$ cat src/rtl/pipe_stage_skid.sv
// pipe_stage_skid: generic pipeline stage register with a valid/ready handshake.
// It has a 2-entry skid buffer (head + skid). Because in_ready and out_valid are
// decoded from registered state only, in_ready never depends combinationally on
// out_ready. A flush empties the stage and drives BUBBLE_VAL on out_data.
// Optional feature macro: PIPE_STATS_EN adds saturating stall/flush counters
// (stall_cnt, flush_cnt) of width CNT_W.
module pipe_stage_skid #(
  parameter int DATA_W = 64,
  parameter logic [DATA_W-1:0] BUBBLE_VAL = '0
`ifdef PIPE_STATS_EN
  ,
  parameter int CNT_W = 16
`endif
) (
  input  logic              clk,
  input  logic              rst,
  input  logic              flush,
  input  logic              in_valid,
  output logic              in_ready,
  input  logic [DATA_W-1:0] in_data,
  output logic              out_valid,
  input  logic              out_ready,
  output logic [DATA_W-1:0] out_data
`ifdef PIPE_STATS_EN
  ,
  output logic [CNT_W-1:0]  stall_cnt,
  output logic [CNT_W-1:0]  flush_cnt
`endif
);

  typedef enum logic [1:0] {
    ST_EMPTY = 2'd0,
    ST_ONE   = 2'd1,
    ST_TWO   = 2'd2
  } state_t;

  state_t            state_q, state_d;
  logic [DATA_W-1:0] head_q, head_d;
  logic [DATA_W-1:0] skid_q, skid_d;

  logic push;
  logic pop;

  // Handshake outputs come straight from the registered occupancy.
  assign out_valid = (state_q != ST_EMPTY);
  assign in_ready  = (state_q != ST_TWO);
  assign out_data  = head_q;

  assign push = in_valid & in_ready;
  assign pop  = out_valid & out_ready;

  // Next-state and datapath selection; flush overrides any push/pop.
  always_comb begin
    state_d = state_q;
    head_d  = head_q;
    skid_d  = skid_q;
    if (flush) begin
      // A concurrent push is dropped; a concurrent pop already completed downstream.
      state_d = ST_EMPTY;
      head_d  = BUBBLE_VAL;
      skid_d  = BUBBLE_VAL;
    end else begin
      case (state_q)
        ST_EMPTY: begin
          if (push) begin
            head_d  = in_data;
            state_d = ST_ONE;
          end
        end
        ST_ONE: begin
          if (push && pop) begin
            head_d = in_data;
          end else if (push) begin
            skid_d  = in_data;
            state_d = ST_TWO;
          end else if (pop) begin
            head_d  = BUBBLE_VAL;
            state_d = ST_EMPTY;
          end
        end
        ST_TWO: begin
          // in_ready is low here, so only a pop can happen.
          if (pop) begin
            head_d  = skid_q;
            skid_d  = BUBBLE_VAL;
            state_d = ST_ONE;
          end
        end
        default: begin
          // Unreachable encoding: recover to a clean empty stage.
          state_d = ST_EMPTY;
          head_d  = BUBBLE_VAL;
          skid_d  = BUBBLE_VAL;
        end
      endcase
    end
  end

  // State and storage registers with synchronous reset to an empty stage.
  always_ff @(posedge clk) begin
    if (rst) begin
      state_q <= ST_EMPTY;
      head_q  <= BUBBLE_VAL;
      skid_q  <= BUBBLE_VAL;
    end else begin
      state_q <= state_d;
      head_q  <= head_d;
      skid_q  <= skid_d;
    end
  end

`ifdef PIPE_STATS_EN
  logic [CNT_W-1:0] stall_cnt_q;
  logic [CNT_W-1:0] flush_cnt_q;

  // Saturating statistics counters; cleared only by reset.
  always_ff @(posedge clk) begin
    if (rst) begin
      stall_cnt_q <= '0;
      flush_cnt_q <= '0;
    end else begin
      if (out_valid && !out_ready && !(&stall_cnt_q)) begin
        stall_cnt_q <= stall_cnt_q + 1'b1;
      end
      if (flush && !(&flush_cnt_q)) begin
        flush_cnt_q <= flush_cnt_q + 1'b1;
      end
    end
  end

  assign stall_cnt = stall_cnt_q;
  assign flush_cnt = flush_cnt_q;
`endif

endmodule

$ cat config.mk
export PLATFORM = sky130hd
export DESIGN_NAME = pipe_stage_skid
export DESIGN_NICKNAME = d
export VERILOG_FILES = /design/src/rtl/pipe_stage_skid.sv
export SDC_FILE = /design/constraint.sdc
export NUM_CORES = 1
export LEC_CHECK = 0
export BUFFER_PORTS_ARGS = -buffer_cell sky130_fd_sc_hd__buf_2
export CAP_MARGIN = 5
export CORE_ASPECT_RATIO = 1.75
export CORE_UTILIZATION = 50
export CTS_CLUSTER_SIZE = 14
export DETAILED_ROUTE_END_ITERATION = 8
export PLACE_DENSITY_LB_ADDON = 0.2
export SETUP_SLACK_MARGIN = 0.1
export SLEW_MARGIN = 20
export SYNTH_ARGS = -nofsm -noshare
export SYNTH_HDL_FRONTEND = slang
export SYNTH_SLANG_ARGS = --single-unit
$ cat constraint.sdc
create_clock -name clk -period 4.5 [get_ports clk]
set_input_delay 0.675 -clock clk [delete_from_list [all_inputs] [get_ports clk]]
set_output_delay 0.675 -clock clk [all_outputs]
set_load 0.01 [all_outputs]
# Word-level counts from Yosys, hierarchy flattened
# Index checks and enable logic that the tools add are counted.
# op_classes
n_mux	14
magnitude_cmp	0
div_mod_pow	0
n_reduce_logical	7
addsub	0
n_bitwise	3
mul	0
n_eq_ne	10
shift	0
# ops
operator	n
64-bit 2-to-1 mux	6
64-bit one-hot mux with 3 select lines	2
4-bit AND reduction	3
2-bit 2-to-1 mux	5
2-bit inequality test, second input constant	5
3-bit inequality test, second input constant	3
2-bit one-hot mux with 3 select lines	1
1-bit bitwise AND	2
2-bit by 1-bit == test with 1-bit output, second input constant	1
2-bit == test, second input constant	1
2-bit zero test	1
2-bit nonzero test	1
2-bit OR reduction	1
1-bit logical AND	1
1-bit NOT	1
# word_totals
wordCells	37
register_bits	130
out_inout_bits	66
latchBits	0
in_bits	69
ramBits	0
rom_bits	0
memories	0

# Depth between registers and ports, before layout
# Gate-level depths: netlist (run 1).
# logic_depth
word_depth	6
mapped_depth	6
depth_no_buf	3

# Worst setup path after synthesis (run 1)
# Ideal clock, no wire load.
# synth_path
path_type	input to register
start	in out_ready
end	reg head_q[0], in the netlist out_data[0]
cell_stages	5
t_required_ns	4.441
setup_time_ns	0.059
path_slack_ns	2.642
t_arrival_ns	1.799
path_buffers	2
path_cell_list	buf_2 or3_4 o22ai_4 buf_6 a221o_1
# synth_via
elab_chain_cells	4
elab_cells_between_ends	8
classes_between	3 x eq/ne; 2 x mux; 1 x bitwise; 2 x reduce/logical
# synth_rtl
item	line_no	rtl
start: declaration	22	input logic out_ready,
1-bit bitwise AND (*)	50	assign pop = out_valid & out_ready;
1-bit logical AND	71	if (push && pop) begin
3-bit inequality test (no line) / 64-bit 2-to-1 mux (equally long branches)	--	
4-bit AND reduction (no line) / 64-bit one-hot mux with 3 select lines (equally long branches)	--	
end signal: assignment	103	head_q <= BUBBLE_VAL;
end signal: assignment	107	head_q <= head_d;
end: declaration	38	logic [DATA_W-1:0] head_q, head_d;
# Every way passes the cells marked *; elsewhere a longest branch is shown, timed or not.
# A chain may end at the register's enable or synchronous reset.

# Final worst setup path (run 1)
# layout_path
start	reg state_q[1]
end	out in_ready
# layout_via
elab_chain_cells	1
# layout_rtl
item	line_no	rtl
start: declaration	37	state_t state_q, state_d;
start signal: assignment	106	state_q <= state_d;
2-bit inequality test	46	assign in_ready = (state_q != ST_TWO);
end: declaration	19	output logic in_ready,
# Every way passes these cells.

==> summary.txt, run 1 <==
Net Sw Power - 637 uW
fin crit share - 65.8%
syn avg cell area - 8.46 sq um
GPL Wtd Cong - 0.785
largest net degree at the start of global routing - 74
Pleak - 2.45 nW
dpl hpwl - 9280 um
starting density of the core - 51.1%
setup TNS - 0 ns
final setup margin - 1.54 ns
post-layout util - 62.1%
layout cells sized above 1 - 23.9%
Yosys cell types - 25
Max FO, Critical Path - 70
Die Area - 0.0117 sq mm
Worst-Skew Late Latency - 0.41 ns
synth warn - 0
fillers - 985
post-CTS sizing - 0
Flop pwr share - 42.4%
WP data required - 3.83 ns
internal cell power - 2.18 mW
flops & latches, synth - 130
gr usage total - 26.9%
slowest cell delay on critical path - 1.04 ns
Tot Pwr - 2.82 mW
Longest Clk Path Bufs - 2
Detailed Routing Iterations Pass 1 - 5
leading area contributor after synthesis - dfxtp_1
flop2flop setup slack - 1.94 ns
critical path's slowest cell - dfxtp_2
cell count of the worst reg-to-reg path - 4
Arr. time, crit path - 2.29 ns
Sw Ratio - 22.6%
antenna-violating nets left - 0
core area - 0.0110 sq mm
maximum clock rate - 338 MHz
CTS tree - yes
Layout Nets - 827
Die X-Extent - 82.3 um
Post-Syn Instances - 667
Final Max Slew Viols - 0
Root Driver - clkbuf_16
r2r startpoint - state_q[1]
commonest cells after routing, fill and taps aside - 193 x nand2_1, 134 x buf_2, 129 x dfxtp_1
setup repair bufs after CTS - 0
cells along the critical path - nand2b_2, buf_4, buf_2
crit path launch type - flip-flop
vias per cell - 6.06
final hold vios - 0
# clock sinks - 130
Final Critical Period - 2.96 ns
register area share after synthesis - 46.1%
max cap viols - 0
sequential cell area - 0.00260 sq mm
RSZ-0062 raised after global routing - no
Routed WL - 15200 um
Slew @ Worst Pin - 1.08 ns
Hold Path End - out_data[5]
initial drt markers - 516
ant diodes - 0
crit path kind - flip-flop to primary output
initial antenna violation count - 0
syn nets - 736
synth top area cells - dfxtp_1 46%, nand2_1 13%, a221o_1 11%
grt ovf - 0
first-pass GRT wire length - 24600 um
combinational share of power - 7.0%
CTS buffer count - 17
dpl ws - 1.74 ns
PortBufs - 134
worst hold path depth - 1
CTS Hold Buffers Added - 0
final-report setup violation count - 0
depth of the CTS H-tree - 4
outcome - finished, final reports clean
area of the multi-input gates - 0.00274 sq mm
# IOs - 135
vias in the first global route - 5242
post-synth top area share - 46.1%
commonest non-fill, non-tap cell in the layout - nand2_1
Power Density - 411 mW/mm^2
Clock power frac - 50.6%
Die Y - 143 um
DR WL/cell - 16.9 um
cell area after synthesis - 0.00564 sq mm
hold path startpoint - out_data[5]
worst r2r dst - out_data[44]
post-route cell area - 0.00686 sq mm
Max VDD drop - 308 uV
hold crit path type - flip-flop to flip-flop
Area Overhead vs Synth - 21.6%
row cnt - 51
total number of vias - 5473
Worst Setup End Kind - primary output
Worst-path clk slew - 0.05 ns
DRC Markers - 0
DP Area - 0.00625 sq mm
relative slew slack - 28.0%
clk_skew - 0.00883 ns
==> critical path: cells and delay by family (launching register included) <==
| family | cells | cell delay (ns) |
|---|---|---|
| and+or+nand+nor | 1 | 0.17 |
| DFF | 1 | 1.04 |
| buffers and inverters | 2 | 0.66 |
==> sequential cells by signal, indices dropped and copies added (netlist names) <==
register	flops
out_data	64
skid_q	64
state_q	2
==> cells by family after synthesis <==
| group | count (synthesis) | synth area share, % |
|---|---|---|
| muxes | 2 | 0.377 |
| and+or+nand+nor | 332 | 28.4 |
| AOI/OAI and AO/OA | 132 | 19.1 |
| buffers and inverters | 71 | 5.97 |
| DFF | 130 | 46.1 |
==> stage by stage <==
| stage | hold slack [ns] | cells |
|---|---|---|
| final | 0.481 | 903 |
| after global routing | 0.489 | 903 |
| after CTS | 0.483 | 903 |
| after detailed placement | 0.463 | 871 |
| after global placement | 0.464 | 871 |
| after floorplan | 0.469 | 667 |
==> per-layer routing <==
layer | up-vias | part of all wire, % | global-route usage, %
li1 | 2607 | - | -
met1 | 2645 | 42 | 31.5
met2 | 192 | 50 | 45.0
met3 | 29 | 5.5 | 6.73
met4 | 0 | 2.3 | 12.4
met5 | - | 0 | 0
==> Yosys cell counts (all sizes together) <==
cell type / count
a21oi: 2
a221o: 64
a31oi: 64
buf: 32
clkbuf: 39
dfxtp: 130
mux2: 1
mux2i: 1
nand2: 193
nand2b: 2
nand3b: 64
nor2: 1
nor2b: 2
nor3: 64
nor3b: 1
nor4bb: 1
o22ai: 1
o32ai: 1
or2: 2
or3: 2
==> power by group through the flow <==
stage | combinational (mW) | sequential, mW | clock, mW
detailed placement | 0.197 | 1.22 | 0
CTS | 0.197 | 1.19 | 1.44
finish | 0.198 | 1.19 | 1.43
global placement | 0.193 | 1.22 | 0
floorplan | 0.109 | 1.22 | 0
global route | 0.214 | 1.20 | 1.49
==> cell type report <==
class,count,area share (%)
multi-input combinational,466,40.0
clock buffer,20,6.51
tap,132,2.41
clock inverter,12,2.37
timing repair buffer,143,10.8
sequential,130,38.0
==> worst max path at each step <==
stage / from / endpoint / slack [ns]
after global placement: out_ready / out_data[58] / 1.81
after detailed placement: out_ready / out_data[43] / 1.74
after global routing: state_q[1] / in_ready / 1.39
after CTS: state_q[1] / in_ready / 1.54
after floorplan: out_ready / out_data[0] / 2.64
final: state_q[1] / in_ready / 1.54
Note: power is estimated with default switching activity, not from simulation.
==> run 2, diff against run 1 <==
==> constraint.sdc (replaced) <==
create_clock -name clk -period 3.1 [get_ports clk]
set_input_delay 0.465 -clock clk [delete_from_list [all_inputs] [get_ports clk]]
set_output_delay 0.465 -clock clk [all_outputs]
set_load 0.01 [all_outputs]
==> run 2 against run 1 <==
Flip-flop and latch count unchanged. Worst setup slack got worse by 0.78 ns. Die area is the same. Cell count rose by 0.55%. Clock-buffer cell count up 3. Via count shrank 1.3%. Clock power grew 51%. Critical path depth fell by 1. Register-to-register slack worse by 0.91 ns. Non-clock buffer count is 5 higher. Routed wire length down 1.9%.
==> summary.txt, run 2 (synthesis gave the netlist of run 1 again) <==
outcome - finished, final reports clean
flop2flop setup slack - 1.03 ns (-0.91 ns)
Pleak - 2.49 nW (+1.6%)
initial antenna violation count - 0 (unchanged)
row cnt - 51 (unchanged)
vias in the first global route - 5168 (-1.4%)
CTS Hold Buffers Added - 0 (unchanged)
final hold vios - 0 (unchanged)
WP data required - 2.63 ns (-1.20 ns)
# clock sinks - 130 (unchanged)
Worst-Skew Late Latency - 0.42 ns (about the same)
Longest Clk Path Bufs - 2 (unchanged)
Worst-path clk slew - 0.06 ns (about the same)
Die Area - 0.0117 sq mm (unchanged)
Slew @ Worst Pin - 0.744 ns (-0.336 ns)
crit path launch type - flip-flop
CTS buffer count - 17 (unchanged)
clk_skew - 0.0151 ns (+0.00632 ns)
commonest cells after routing, fill and taps aside - 193 x nand2_1, 134 x buf_2, 129 x dfxtp_1
layout cells sized above 1 - 24.5% (+0.62 points)
Root Driver - clkbuf_16
starting density of the core - 51.1% (unchanged)
area of the multi-input gates - 0.00274 sq mm (-0.18%)
crit path kind - flip-flop to primary output
Max FO, Critical Path - 32 (-54%)
Die Y - 143 um (unchanged)
DR WL/cell - 16.5 um (-2.4%)
ant diodes - 0 (unchanged)
total number of vias - 5400 (-1.3%)
Max VDD drop - 462 uV (+50%)
grt ovf - 0 (unchanged)
Die X-Extent - 82.3 um (unchanged)
fin crit share - 75.5%
initial drt markers - 421 (-18%)
core area - 0.0110 sq mm (unchanged)
RSZ-0062 raised after global routing - no
Routed WL - 15000 um (-1.9%)
Detailed Routing Iterations Pass 1 - 5 (unchanged)
gr usage total - 26.6% (-0.34 points)
first-pass GRT wire length - 24300 um (-1.3%)
fillers - 968 (-1.7%)
PortBufs - 134 (unchanged)
max cap viols - 0 (unchanged)
hold crit path type - primary input to flip-flop
Worst Setup End Kind - primary output
Area Overhead vs Synth - 23.3%
Tot Pwr - 4.19 mW (+49%)
depth of the CTS H-tree - 4 (unchanged)
relative slew slack - 50.4% (+22 points)
Arr. time, crit path - 1.87 ns (-0.42 ns)
setup repair bufs after CTS - 0 (unchanged)
setup TNS - 0 ns (unchanged)
antenna-violating nets left - 0 (unchanged)
post-CTS sizing - 0 (unchanged)
dpl hpwl - 9490 um (+2.3%)
largest net degree at the start of global routing - 130 (+76%)
# IOs - 135 (unchanged)
Layout Nets - 832 (+0.60%)
final-report setup violation count - 0 (unchanged)
commonest non-fill, non-tap cell in the layout - nand2_1
GPL Wtd Cong - 0.783 (-0.22%)
sequential cell area - 0.00260 sq mm (unchanged)
Final Max Slew Viols - 0 (unchanged)
Power Density - 603 mW/mm^2 (+47%)
vias per cell - 5.95 (-1.9%)
Final Critical Period - 2.34 ns
DRC Markers - 0 (unchanged)
maximum clock rate - 427 MHz
CTS tree - yes
-- run 2: cell types whose count changed in the layout (fill, tap and decap cells not counted) --
cell and change:
clkbuf_1 -1, nand2b_4 -1, nand2b_2 +1, clkinv_2 -4
buf_12 +2, clkbuf_8 +4, buf_4 +3, clkinvlp_4 +1
-- run 2: worst paths after layout --
path	start	end	depth (start not counted)
min reg2reg	out_data[6]	out_data[6]	1
max	state_q[0]	in_ready	2
max reg2reg	state_q[0]	out_data[45]	4
min	in_data[32]	out_data[32]	2
-- run 2: cell type report --
class / count / area share [%]
clock buffers: 23 / 7.16
flip-flops and latches: 130 / 37.4
clock inverters: 9 / 2.16
repair buffers: 148 / 11.5
multi-input cells: 466 / 39.4
well taps: 132 / 2.37
-- run 2: power by group --
part	switching, mW	total, mW	leakage, nW	internal, mW
clock network	0.716	2.16	0.315	1.45
logic	0.183	0.295	1.12	0.112
registers	0.0228	1.73	1.05	1.71
total	0.922	4.19	2.49	3.27
-- run 2: metal layers --
metal	track usage (%)	up-vias	share of wire [%]
met3	6.92	21	5.2
met5	0	-	0
li1	-	2618	-
met1	31.0	2578	41
met4	9.33	0	1.8
met2	45.7	183	52
-- run 2: critical path, stage by stage, from the launching register on --
cell,delay [ns]
dfxtp_1,0.51
nand2b_2,0.67
buf_2,0.26
-- run 2: metrics by stage --
| stage | area [sq um] | util, % | hold slack, ns | std cells | setup slack (ns) |
|---|---|---|---|---|---|
| 2_1_floorplan | 5640 | - | 0.469 | 667 | 1.45 |
| 3_3_place_gp | 6310 | 57.1 | 0.465 | 876 | 0.730 |
| 3_5_place_dp | 6310 | 57.1 | 0.463 | 876 | 0.631 |
| 4_1_cts | 6960 | 63.0 | 0.278 | 908 | 0.768 |
| 5_1_grt | 6960 | 63.0 | 0.277 | 908 | 0.704 |
| 6_report | 6960 | 63.0 | 0.290 | 908 | 0.760 |
==> run 3, diff against run 2 <==
==> constraint.sdc (replaced) <==
create_clock -name clk -period 2.3 [get_ports clk]
set_input_delay 0.345 -clock clk [delete_from_list [all_inputs] [get_ports clk]]
set_output_delay 0.345 -clock clk [all_outputs]
set_load 0.01 [all_outputs]
==> run 3 against run 2 <==
Power increased by 29%. Clock power increased by 24%. Routed wire length up 5.3%. Combinational power grew 39%. Flip-flop and latch count unchanged. Final area hardly changed. Highest routed layer unchanged.
==> summary.txt, run 3 (synthesis gave the netlist of run 1 again) <==
first-pass GRT wire length - 25500 um (+5.0%)
# IOs - 135 (unchanged)
total number of vias - 5590 (+3.5%)
Arr. time, crit path - 1.70 ns (-0.17 ns)
hold crit path type - primary input to flip-flop
final setup margin - 0.259 ns (-0.501 ns)
commonest cells after routing, fill and taps aside - 193 x nand2_1, 134 x buf_2, 129 x dfxtp_1
Longest Clk Path Bufs - 2 (unchanged)
cell count of the worst reg-to-reg path - 4 (unchanged)
Routed WL - 15700 um (+5.3%)
layout cells sized above 1 - 25.0% (+0.52 points)
setup TNS - 0 ns (unchanged)
dpl ws - 0.446 ns (-0.186 ns)
maximum clock rate - 490 MHz
max cap viols - 0 (unchanged)
depth of the CTS H-tree - 4 (unchanged)
Max VDD drop - 653 uV (+42%)
crit path launch type - flip-flop
DRC Markers - 0 (unchanged)
post-CTS sizing - 0 (unchanged)
commonest non-fill, non-tap cell in the layout - nand2_1
Layout Nets - 836 (+0.48%)
starting density of the core - 51.1% (unchanged)
CP Buf/Inv Count - 2 (+1)
relative slew slack - 63.4% (+13 points)
fin crit share - 88.7%
Root Driver - clkbuf_16
slowest cell delay on critical path - 0.48 ns (-0.19 ns)
crit-path leading delay family - flip-flops
Tot Pwr - 5.41 mW (+29%)
placed cell count - 880 (+0.46%)
Slew @ Worst Pin - 0.549 ns (-0.195 ns)
# clock sinks - 130 (unchanged)
CTS Hold Buffers Added - 0 (unchanged)
r2r startpoint - state_q[0]
Die Area - 0.0117 sq mm (unchanged)
critical path depth - 3 (+1)
hold path startpoint - in_data[4]
CTS tree - yes
post-layout util - 63.0% (about the same)
RSZ-0062 raised after global routing - no
PortBufs - 134 (unchanged)
ant diodes - 0 (unchanged)
row cnt - 51 (unchanged)
Die Y - 143 um (unchanged)
setup repair bufs after CTS - 0 (unchanged)
Final Max Slew Viols - 0 (unchanged)
fillers - 970 (+0.21%)
DR WL/cell - 17.3 um (+4.8%)
dpl hpwl - 9800 um (+3.3%)
core area - 0.0110 sq mm (unchanged)
Worst-path clk slew - 0.06 ns (about the same)
WP data required - 1.96 ns (-0.67 ns)
Worst-Skew Late Latency - 0.42 ns (about the same)
vias in the first global route - 5242 (+1.4%)
Die X-Extent - 82.3 um (unchanged)
Area Overhead vs Synth - 23.2% (about the same)
initial drt markers - 407 (-3.3%)
gr usage total - 28.0% (+1.4 points)
critical path's slowest cell - dfxtp_1
flop2flop setup slack - 0.55 ns (-0.48 ns)
cells along the critical path - nand2b_2, buf_12, buf_2
grt ovf - 0 (unchanged)
Pleak - 2.48 nW (-0.16%)
Final Critical Period - 2.04 ns
largest net degree at the start of global routing - 130 (unchanged)
Power Density - 779 mW/mm^2 (+29%)
CTS buffer count - 17 (unchanged)
worst hold path depth - 2 (unchanged)
final hold vios - 0 (unchanged)
initial antenna violation count - 0 (unchanged)
Max FO, Critical Path - 42 (+31%)
outcome - finished, final reports clean
antenna-violating nets left - 0 (unchanged)
crit path kind - flip-flop to primary output
clk_skew - 0.00872 ns (-0.00643 ns)
fin cells - 912 (+0.44%)
Worst Setup End Kind - primary output
GPL Wtd Cong - 0.843 (+7.7%)
vias per cell - 6.13 (+3.1%)
final-report setup violation count - 0 (unchanged)
Detailed Routing Iterations Pass 1 - 5 (unchanged)
worst setup path startpoint - state_q[0]
## run 3: cell type report
cell class | instances | area, sq um | share of cell area [%]
Multi-Input combinational cell | 466 | 2740 | 39.4
Sequential cell | 130 | 2600 | 37.5
Timing Repair Buffer | 152 | 856 | 12.3
Clock buffer | 19 | 453 | 6.52
Tap cell | 132 | 165 | 2.38
Clock inverter | 13 | 135 | 1.94
## run 3: where the power goes
group	switching (mW)	leakage (nW)	total, mW	internal, mW
combinational	0.256	1.15	0.411	0.155
clock	1.02	0.277	2.67	1.65
sequential	0.0324	1.05	2.33	2.30
## run 3: routing by layer
metal / up-vias / global-route usage, % / share of wire, %
met4: 0 / 14.1 / 3.5
met2: 211 / 46.3 / 50
li1: 2627 / - / -
met5: - / 0 / 0
met1: 2713 / 33.7 / 41
met3: 39 / 5.38 / 5.6
## run 3: metrics by stage
step	hold slack, ns	instance area (sq um)
floorplan	0.469	5640
detailed placement	0.464	6360
CTS	0.160	6950
global route	0.165	6950
finish	0.168	6950
global placement	0.465	6360
## run 3: worst paths after layout
path	end
worst min-delay path	out_data[4]
worst max register to register	out_data[5]
worst max-delay path	in_ready
worst min register to register	out_data[56]
